<file path="src/rtl/instr_decode_stage_pkg.sv">
// Shared ALU/ISA definitions: ALU opcodes, RV32 opcode/func3/func7 fields,
// M-extension operation encodings and the decoded-instruction record.
package instr_decode_stage_pkg;

  localparam logic [3:0] ALU_ADD  = 4'd0;
  localparam logic [3:0] ALU_SUB  = 4'd1;
  localparam logic [3:0] ALU_SLL  = 4'd2;
  localparam logic [3:0] ALU_SLT  = 4'd3;
  localparam logic [3:0] ALU_SLTU = 4'd4;
  localparam logic [3:0] ALU_XOR  = 4'd5;
  localparam logic [3:0] ALU_SRL  = 4'd6;
  localparam logic [3:0] ALU_SRA  = 4'd7;
  localparam logic [3:0] ALU_OR   = 4'd8;
  localparam logic [3:0] ALU_AND  = 4'd9;
  localparam logic [3:0] ALU_NOP  = 4'd15;

  localparam logic [6:0] OPC_OP     = 7'b0110011;
  localparam logic [6:0] OPC_OP_IMM = 7'b0010011;

  localparam logic [2:0] F3_ADD_SUB = 3'b000;
  localparam logic [2:0] F3_SLL     = 3'b001;
  localparam logic [2:0] F3_SLT     = 3'b010;
  localparam logic [2:0] F3_SLTU    = 3'b011;
  localparam logic [2:0] F3_XOR     = 3'b100;
  localparam logic [2:0] F3_SR      = 3'b101;
  localparam logic [2:0] F3_OR      = 3'b110;
  localparam logic [2:0] F3_AND     = 3'b111;

  localparam logic [6:0] F7_BASE   = 7'b0000000;
  localparam logic [6:0] F7_ALT    = 7'b0100000;
  localparam logic [6:0] F7_MULDIV = 7'b0000001;

  localparam logic [2:0] MD_MUL    = 3'b000;
  localparam logic [2:0] MD_MULH   = 3'b001;
  localparam logic [2:0] MD_MULHSU = 3'b010;
  localparam logic [2:0] MD_MULHU  = 3'b011;
  localparam logic [2:0] MD_DIV    = 3'b100;
  localparam logic [2:0] MD_DIVU   = 3'b101;
  localparam logic [2:0] MD_REM    = 3'b110;
  localparam logic [2:0] MD_REMU   = 3'b111;

  typedef struct packed {
    logic [4:0]  rd;
    logic [4:0]  rs1;
    logic [4:0]  rs2;
    logic [3:0]  alu_op;
    logic [2:0]  md_op;
    logic        is_md;
    logic [31:0] imm;
    logic        use_imm;
    logic        illegal;
  } dec_t;

  localparam dec_t DEC_RESET = '{
    rd: 5'd0, rs1: 5'd0, rs2: 5'd0, alu_op: ALU_NOP, md_op: 3'd0,
    is_md: 1'b0, imm: 32'd0, use_imm: 1'b0, illegal: 1'b0
  };

  // Buffer occupancy; bit 0 = main entry valid, bit 1 = skid entry valid.
  typedef enum logic [1:0] {
    OCC_EMPTY = 2'b00,
    OCC_ONE   = 2'b01,
    OCC_TWO   = 2'b11
  } occ_e;

  // ALU op selected by func3 for the base (func7 = 0) integer group.
  function automatic logic [3:0] base_alu(input logic [2:0] f3);
    logic [3:0] op;
    case (f3)
      F3_ADD_SUB: op = ALU_ADD;
      F3_SLL:     op = ALU_SLL;
      F3_SLT:     op = ALU_SLT;
      F3_SLTU:    op = ALU_SLTU;
      F3_XOR:     op = ALU_XOR;
      F3_SR:      op = ALU_SRL;
      F3_OR:      op = ALU_OR;
      default:    op = ALU_AND;
    endcase
    return op;
  endfunction

endpackage

</file>
<file path="src/rtl/instr_decode_stage_alu_decode.sv">
// Combinational RV32I OP/OP-IMM (and optional RV32M) decoder.
module rv_alu_decode
  import instr_decode_stage_pkg::*;
#(
  parameter int ENABLE_M = 0
) (
  input  logic [31:0] instr,
  output dec_t        dec
);

  logic [6:0] opcode;
  logic [2:0] f3;
  logic [6:0] f7;

  assign opcode = instr[6:0];
  assign f3     = instr[14:12];
  assign f7     = instr[31:25];

  // Field extraction, legality check, then squash of control fields when illegal.
  always_comb begin
    dec         = DEC_RESET;
    dec.rd      = instr[11:7];
    dec.rs1     = instr[19:15];
    dec.rs2     = instr[24:20];
    dec.illegal = 1'b0;
    case (opcode)
      OPC_OP: begin
        case (f7)
          F7_BASE: dec.alu_op = base_alu(f3);
          F7_ALT: begin
            if (f3 == F3_ADD_SUB)  dec.alu_op  = ALU_SUB;
            else if (f3 == F3_SR)  dec.alu_op  = ALU_SRA;
            else                   dec.illegal = 1'b1;
          end
          F7_MULDIV: begin
            if (ENABLE_M != 0) begin
              dec.is_md  = 1'b1;
              dec.md_op  = f3;
              dec.alu_op = ALU_NOP;
            end else begin
              dec.illegal = 1'b1;
            end
          end
          default: dec.illegal = 1'b1;
        endcase
      end
      OPC_OP_IMM: begin
        dec.use_imm = 1'b1;
        dec.imm     = {{20{instr[31]}}, instr[31:20]};
        dec.alu_op  = base_alu(f3);
        if (f3 == F3_SLL && f7 != F7_BASE) begin
          dec.illegal = 1'b1;
        end else if (f3 == F3_SR) begin
          if (f7 == F7_ALT)        dec.alu_op  = ALU_SRA;
          else if (f7 != F7_BASE)  dec.illegal = 1'b1;
        end
      end
      default: dec.illegal = 1'b1;
    endcase
    if (dec.illegal) begin
      dec.alu_op  = ALU_NOP;
      dec.md_op   = 3'd0;
      dec.is_md   = 1'b0;
      dec.imm     = 32'd0;
      dec.use_imm = 1'b0;
    end
  end

endmodule

</file>
<file path="src/rtl/instr_decode_stage.sv">
// Decode stage: decodes on the input side and holds results in a 2-entry
// (main + skid) buffer so in_ready can come straight from a flop.
//
// state     | meaning
// ----------+-----------------------------------------------
// OCC_EMPTY | nothing buffered, out_valid=0, in_ready=1
// OCC_ONE   | main entry presented, skid free, in_ready=1
// OCC_TWO   | main presented and skid holding, in_ready=0
module instr_decode_stage
  import instr_decode_stage_pkg::*;
#(
  parameter int PC_W     = 32,
  parameter int ENABLE_M = 0,
  parameter int CNT_W    = 16
) (
  input  logic             clk,
  input  logic             rst,
  input  logic             flush,
  input  logic             in_valid,
  output logic             in_ready,
  input  logic [31:0]      in_instr,
  input  logic [PC_W-1:0]  in_pc,
  output logic             out_valid,
  input  logic             out_ready,
  output logic [PC_W-1:0]  out_pc,
  output logic [4:0]       out_rd,
  output logic [4:0]       out_rs1,
  output logic [4:0]       out_rs2,
  output logic [3:0]       out_alu_op,
  output logic [2:0]       out_md_op,
  output logic             out_is_md,
  output logic [31:0]      out_imm,
  output logic             out_use_imm,
  output logic             out_illegal,
  output logic [CNT_W-1:0] illegal_cnt
);

  dec_t            in_dec;
  dec_t            main_dec, skid_dec;
  logic [PC_W-1:0] main_pc, skid_pc;
  occ_e            state_q, state_d;
  logic            accept, deq;
  logic            ld_main_in, ld_main_skid, ld_skid_in;

  rv_alu_decode #(.ENABLE_M(ENABLE_M)) u_alu_decode (
    .instr (in_instr),
    .dec   (in_dec)
  );

  // Handshake flags come directly from the occupancy flop bits.
  assign out_valid = state_q[0];
  assign in_ready  = ~state_q[1];
  assign accept    = in_valid & in_ready;
  assign deq       = out_valid & out_ready;

  // Occupancy state register; reset wins over everything.
  always_ff @(posedge clk) begin
    if (rst) state_q <= OCC_EMPTY;
    else     state_q <= state_d;
  end

  // Next occupancy from accept/dequeue; flush drops both entries and any input.
  always_comb begin
    state_d = state_q;
    if (flush) begin
      state_d = OCC_EMPTY;
    end else begin
      case (state_q)
        OCC_EMPTY: if (accept) state_d = OCC_ONE;
        OCC_ONE: begin
          if (accept && !deq)      state_d = OCC_TWO;
          else if (!accept && deq) state_d = OCC_EMPTY;
        end
        OCC_TWO:   if (deq) state_d = OCC_ONE;
        default:   state_d = OCC_EMPTY;
      endcase
    end
  end

  // Datapath load strobes; under flush the loaded data is never presented.
  always_comb begin
    ld_main_in   = 1'b0;
    ld_main_skid = 1'b0;
    ld_skid_in   = 1'b0;
    case (state_q)
      OCC_EMPTY: ld_main_in = accept;
      OCC_ONE: begin
        ld_main_in = accept & deq;
        ld_skid_in = accept & ~deq;
      end
      OCC_TWO:   ld_main_skid = deq;
      default:   ld_main_in = 1'b0;
    endcase
  end

  // Main entry: refilled from the input, or promoted from skid, only on transfer.
  always_ff @(posedge clk) begin
    if (rst) begin
      main_dec <= DEC_RESET;
      main_pc  <= '0;
    end else if (ld_main_in) begin
      main_dec <= in_dec;
      main_pc  <= in_pc;
    end else if (ld_main_skid) begin
      main_dec <= skid_dec;
      main_pc  <= skid_pc;
    end
  end

  // Skid entry catches the input while the main entry is stalled.
  always_ff @(posedge clk) begin
    if (rst) begin
      skid_dec <= DEC_RESET;
      skid_pc  <= '0;
    end else if (ld_skid_in) begin
      skid_dec <= in_dec;
      skid_pc  <= in_pc;
    end
  end

  // Saturating count of illegal instructions handed downstream; flush does not touch it.
  always_ff @(posedge clk) begin
    if (rst)
      illegal_cnt <= '0;
    else if (deq && main_dec.illegal && (illegal_cnt != {CNT_W{1'b1}}))
      illegal_cnt <= illegal_cnt + 1'b1;
  end

  assign out_pc      = main_pc;
  assign out_rd      = main_dec.rd;
  assign out_rs1     = main_dec.rs1;
  assign out_rs2     = main_dec.rs2;
  assign out_alu_op  = main_dec.alu_op;
  assign out_md_op   = main_dec.md_op;
  assign out_is_md   = main_dec.is_md;
  assign out_imm     = main_dec.imm;
  assign out_use_imm = main_dec.use_imm;
  assign out_illegal = main_dec.illegal;

endmodule

</file>
<file path="config.mk">
export PLATFORM = sky130hd
export DESIGN_NAME = instr_decode_stage
export DESIGN_NICKNAME = d
export VERILOG_FILES = /design/src/rtl/instr_decode_stage_pkg.sv /design/src/rtl/instr_decode_stage_alu_decode.sv /design/src/rtl/instr_decode_stage.sv
export SDC_FILE = /design/constraint.sdc
export NUM_CORES = 1
export LEC_CHECK = 0
export ABC_AREA = 1
export BUFFER_PORTS_ARGS = -buffer_cell sky130_fd_sc_hd__buf_4
export CAP_MARGIN = 0
export CORE_UTILIZATION = 25
export DETAILED_ROUTE_END_ITERATION = 8
export GPL_TIMING_DRIVEN = 0
export HOLD_SLACK_MARGIN = 0.06
export PLACE_DENSITY_LB_ADDON = 0.2
export RECOVER_POWER = 25
export REMOVE_ABC_BUFFERS = 1
export SYNTH_ARGS = -nofsm -noshare
export SYNTH_HDL_FRONTEND = slang
export SYNTH_SLANG_ARGS = --single-unit
export TNS_END_PERCENT = 5
</file>
<file path="constraint.sdc">
create_clock -name clk -period 2.3 [get_ports clk]
set_input_delay 0.115 -clock clk [delete_from_list [all_inputs] [get_ports clk]]
set_output_delay 0.115 -clock clk [all_outputs]
set_load 0.02 [all_outputs]
</file>
After elaboration in Yosys (flattened, before gate mapping). Cells that the tools add are included.

Register bits: 196. Input port bits: 69. Output and inout port bits: 107. Logic and storage cells: 88.

Add/subtract/negate cells: 1. Equality and inequality tests: 15. Multiplexer cells: 30. Bitwise gates (word level): 6. Reduce and logical (&&, ||, !) cells: 14.

Operators with widths (number): 57-bit two-way mux (2); 32-bit two-way mux (2); 41-bit two-way mux (1); 33-bit two-way mux (1); 4-bit case mux with 7 select lines (1); 4-bit two-way mux (5); 16-bit by 1-bit adder with 16-bit output (second input constant) (1); 16-bit != test (second input constant) (1); 4-bit case mux with 2 select lines (2); 7-bit by 6-bit == test with 1-bit output (second input constant) (2); 3-bit == test (second input constant) (3); 1-bit two-way mux (8); 2-bit two-way mux (4); 7-bit by 5-bit == test with 1-bit output (second input constant) (1); 7-bit zero test (1); 7-bit nonzero test (1); 3-bit by 2-bit == test with 1-bit output (second input constant) (2); 1-bit case mux with 2 select lines (3); 2-bit case mux with 3 select lines (1); 1-bit logical AND (5); 1-bit bitwise AND (4); 2-bit != test (second input constant) (2); 3-bit by 1-bit == test with 1-bit output (second input constant) (1); 3-bit zero test (1); 9 further kinds (11).

Longest topological paths before layout.
Word-level depth: 8. Gate-level depth with buffers: 13. Mapped depth without buffers: 12.

Hierarchy. Synthesis repeated with hierarchy kept, for this count alone.

Cell total of the unflattened synthesis: 1237. Area total of the unflattened synthesis: 9012.4 µm².

Modules (own cells, without submodules): instr_decode_stage (times used 1, cells an instance 1089, area each 8170.3 µm², seq. area each 3923.8 µm²); rv_alu_decode (times used 1, cells an instance 148, area each 842.1 µm², seq. area each 0.0 µm²).

Worst setup path after synthesis. No wires, ideal clock.

Kind: register -> register. Start point: register state_q[0]. End point: register main_dec (netlist bit out_alu_op[0]). Library setup time: 112 ps. Arrival: 1676 ps. Required time: 2188 ps. Slack: 512 ps. Cell stages (with the launch flop): 11. Buffers on the path: 2. Clock period less this slack: 1788 ps. Cell sequence: dfxtp_1 -> nand2_1 -> inv_1 -> ha_1 -> nand2_1 -> nand2_1 -> buf_2 -> buf_1 -> nand3_1 -> nand2_1 -> nand2_1.

Word-level cells in the longest chain between the ends: 4. Elaborated cells between the ends (all ways): 9. Classes of those cells: 2 x eq/ne; 3 x mux; 2 x bitwise; 2 x reduce/logical.

Ends and longest elaborated chain: from (decl) (RTL line instr_decode_stage.sv:41) `occ_e state_q, state_d;`; from (signal assigned) (RTL line instr_decode_stage.sv:59) `else state_q <= state_d;`; 1-bit bitwise AND (RTL line instr_decode_stage.sv:54) `assign deq = out_valid & out_ready;`; 1-bit bitwise AND (RTL line instr_decode_stage.sv:88) `ld_main_in = accept & deq;`; 1-bit case mux with 2 select lines (RTL line instr_decode_stage.sv:85) `case (state_q)`; 57-bit two-way mux / 2-bit nonzero test (equally long branches); to (signal assigned) (RTL line instr_decode_stage.sv:102) `main_dec <= in_dec;`; to (signal assigned) (RTL line instr_decode_stage.sv:105) `main_dec <= skid_dec;`; to (decl) (RTL line instr_decode_stage.sv:39) `dec_t main_dec, skid_dec;`.

Several ways; a longest one is shown, not always the timed one. A chain may end at the register's enable or synchronous reset.

Worst setup path in the final report.
Start point: register state_q[0]. End point: register main_dec (netlist bit out_alu_op[3]).

The elaborated chain is that of the path after synthesis.

==> impl_metrics.py <==
metrics = {
    "outcome": {
        "status": "completed",
    },
    "grt": {
        "grt_pass1_wl_um": 34200,
        "gr-usage-all-layers_pct": 15.7,
        "grt_max_degree": 78,
        "grt_pass1_vias": 6215,
        "antenna_found_initial": 0,
        "globalRoute.totalOverflow": 0,
    },
    "floorplan": {
        "die_x_um": 167,
        "die_h_um": 167,
        "core_um2": 26400,
        "die-area_um2": 27800,
        "rows": 59,
        "pin_count": 176,
        "start_util_pct": 25.8,
    },
    "critical_path": {
        "critPathLaunchType": "register",
        "cp_slowest_cell": "dfxtp_1",
        "arrival_ns": 2.36,
        "required_ns": 2.61,
        "cp_num_buf_inv": 3,
        "path_delay_family": "simple AND/OR/NAND/NOR gates",
        "critical_path.max_fanout": 35,
        "crit_path_end_kind": "register",
        "path_cells": "nand2_1, inv_1, ha_1, nand2_2, nand2_8, inv_16, nand2_4, inv_4, nand2_1, nand2_1, a31oi_1, nand2_1",
        "crit_type": "register to register",
        "critPathMostFrequentCell": "nand2_1",
        "critical-path-max-stage-delay_ns": 0.40,
    },
    "timing": {
        "fin_crit_ns": 2.05,
        "grt_setup_unrepaired": "no",
        "worst_hold_slack_ns": 0.0846,
        "hold_viol_final": 0,
        "fin_worst_skew_ns": 0.0114,
        "worst_pin_slew_ns": 0.718,
        "slew_viol_final": 0,
        "max_clock_freq_ghz": 0.488,
        "setup_viol": 0,
        "tns_ns": 0,
        "slew_headroom_pct": 52.0,
        "post-route-period-util_pct": 89.1,
    },
    "clocking": {
        "clk_latency_ns": 0.43,
        "clock_sinks": 148,
        "root_buffer": "clkbuf_16",
        "cts_tree": "yes",
        "h-tree-depth": 4,
        "max-clock-path-buffers": 2,
        "cts_buffers": 17,
        "clk_pin_slew_worst_paths_ns": 0.07,
    },
    "synthesis": {
        "synth_top_area_share_pct": 43.7,
        "yosys-top-cells-count": "nand2_1, dfxtp_1, a21oi_1, nor2_1, o21ai_0",
        "synthMostInstantiatedCell": "nand2_1",
        "yosys_warnings": 0,
        "synth-simple-area-share_pct": 23.5,
        "synth_seq_cells": 148,
        "yosysSeqAreaShare_pct": 43.7,
        "synthAdderAreaFrac_pct": 1.29,
        "synth_xor_area_share_pct": 1.29,
        "synth_mux_area_share_pct": 0,
        "synth_top_family_by_area": "simple AND/OR/NAND/NOR gates",
        "ys_types": 36,
        "syn_area_per_cell_um2": 7.20,
        "synthTopCellsByArea": "dfxtp_1, a21oi_1, nand2_1",
        "yosysTopAreaCell": "dfxtp_1",
        "async_flop_share_pct": 0,
        "synth_flop_cell": "dfxtp_1",
        "synth-edff-count": 0,
        "syn_inst": 942,
        "synth_area_um2": 6790,
        "synth-compound-area-share_pct": 20.4,
    },
    "placement": {
        "place_area_um2": 8120,
        "dp_hpwl_um": 12400,
        "gp_congestion": 0.785,
        "io_buffers": 171,
    },
    "drt": {
        "totalWireLength_um": 21800,
        "drt-pass1-iter-count": 5,
        "wl_per_cell_um": 14.9,
        "drc": 0,
        "routed_via_density": 4.53,
        "vias": 6625,
        "ant_nets": 0,
        "drtIter0Drc": 361,
    },
    "power_and_ir_drop": {
        "pwr-share-clk_pct": 41.5,
        "p_sw_w": 0.00223,
        "power_frac_seq_pct": 40.8,
        "power.density_nw_per_um2": 764,
        "peakVddDrop_uv": 401,
        "internal-power_w": 0.00477,
        "p_comb_share_pct": 17.6,
        "p_leak_nw": 3.65,
        "switching_share_pct": 31.8,
    },
    "layout": {
        "syn_to_final_growth_pct": 34.9,
        "drive_gt1_share_pct": 16.5,
        "utilization_pct": 34.7,
        "layout.nets": 1190,
        "diodes": 0,
        "fin_area_um2": 9160,
    },
    "hold_path": {
        "worstHoldPathType": "primary input to register",
    },
    "flow_run": {
        "drv_cap": 0,
    },
}
## worst register-to-register path: stages, from the launching register on
cell and delay (ns):
dfxtp_1 0.40, nand2_1 0.13, inv_1 0.14, ha_1 0.18, nand2_2 0.18, nand2_8 0.21, inv_16 0.11, nand2_4 0.17
inv_4 0.11, nand2_1 0.07, nand2_1 0.04, a31oi_1 0.14, nand2_1 0.06
## cell families after synthesis
kind of cell,Yosys count
buffers and inverters,138
adders and majority gates,7
other,1
DFF,148
xor gates and xnor gates,10
AOI/OAI and AO/OA,267
and+or+nand+nor,371
## flip-flops by register name, indices dropped and copies added (netlist names)
register,count
skid_dec,33
out_pc,32
skid_pc,32
illegal_cnt,16
out_imm,12
out_rd,5
out_rs1,5
out_rs2,5
out_alu_op,4
state_q,2
out_illegal,1
out_use_imm,1
## final cells by class
| class | instances | area, µm² |
|---|---|---|
| multi-input combinational | 661 | 3240 |
| sequential | 148 | 2960 |
| tap | 335 | 419 |
| timing repair buffer | 231 | 1680 |
| timing repair inverter | 1 | 8.76 |
| fill | 2905 | 17200 |
| clock buffer | 17 | 425 |
| clock inverter | 15 | 175 |
| inverter | 54 | 239 |
## layer usage
layer / part of all wire [%] / vias up / wire, µm / track usage, %
met2: 47 / 162 / 10100 / 26.5
li1: - / 3435 / - / -
met5: 0 / - / 0 / 0
met4: 0.98 / 0 / 213 / 4.19
met1: 48 / 3014 / 10400 / 20.4
met3: 4.6 / 14 / 1000 / 3.26
## path summary, 6_finish.rpt
kind / startpoint / end / slack (ns) / cells past startpoint
worst max-delay path: state_q[0]$_SDFFE_PP0P_ / out_alu_op[3]$_SDFFE_PP1P_ / 0.25 / 12
worst min-delay path: rst / illegal_cnt[14]$_SDFFE_PP0P_ / 0.08 / 2
worst max register to register: state_q[0]$_SDFFE_PP0P_ / out_alu_op[3]$_SDFFE_PP1P_ / 0.25 / 12
worst min register to register: skid_pc[18]$_SDFFE_PP0P_ / out_pc[18]$_SDFFE_PP0P_ / 0.46 / 2
## power groups by stage
stage | clock (W) | sequential (W) | combinational [W]
final | 0.00291 | 0.00286 | 0.00123
after global routing | 0.00312 | 0.00288 | 0.00136
after CTS | 0.00301 | 0.00286 | 0.00134
after detailed placement | 0 | 0.00292 | 0.00121
after global placement | 0 | 0.00292 | 0.00122
after floorplan | 0 | 0.00311 | 0.000461
## cells in the final DEF, fill, tap and decap left out, types with 2 or more instances in the layout
cell type      netlist  layout
nor3_1               5       5
a31oi_1              5       5
nand4_2              7       7
a211oi_1             2       2
dlygate4sd3_1        0      55
conb_1               1       4
buf_4               27     111
inv_8                0       7
o21ai_0            116     116
clkbuf_16            0      17
xnor2_1              3       3
clkinvlp_4           0       2
nor2_1             129     129
nand2_2              2       3
nand3_1             31      29
ha_1                 7       7
inv_1               46      44
inv_6                0       5
nand4_1             12      12
inv_4                0       3
nand3_2              0       2
o21ai_1              3       3
a21oi_1            134     134
o211ai_1             2       2
nand2_4              1       6
xor2_1               7       7
clkbuf_1            31      62
o21ai_2              2       2
dfxtp_1            148     148
buf_12               1       2
nor3_2               2       2
inv_2                8       5
nand2_1            177     172
a21oi_4              2       2
## stage by stage
step / instances / total power, W / setup slack, ns
floorplan: 861 / 0.00357 / -1.29
global placement: 1367 / 0.00413 / -3.58
detailed placement: 1370 / 0.00413 / -1.65
CTS: 1460 / 0.00720 / 0.00258
global route: 1462 / 0.00736 / 0.0153
finish: 1462 / 0.00700 / 0.251
## repair_timing
| action | in CTS | in global routing |
|---|---|---|
| endpoints found under the hold margin | 105 | 0 |
| gates resized for setup | 14 | 5 |
| hold buffers | 55 | 0 |
| setup endpoints to repair | 126 | 21 |
| pin swaps | 1 | 1 |
| cloned | 3 | 0 |
| buffers inserted | 0 | 2 |
No activity file was read; power rests on OpenSTA's default activity.
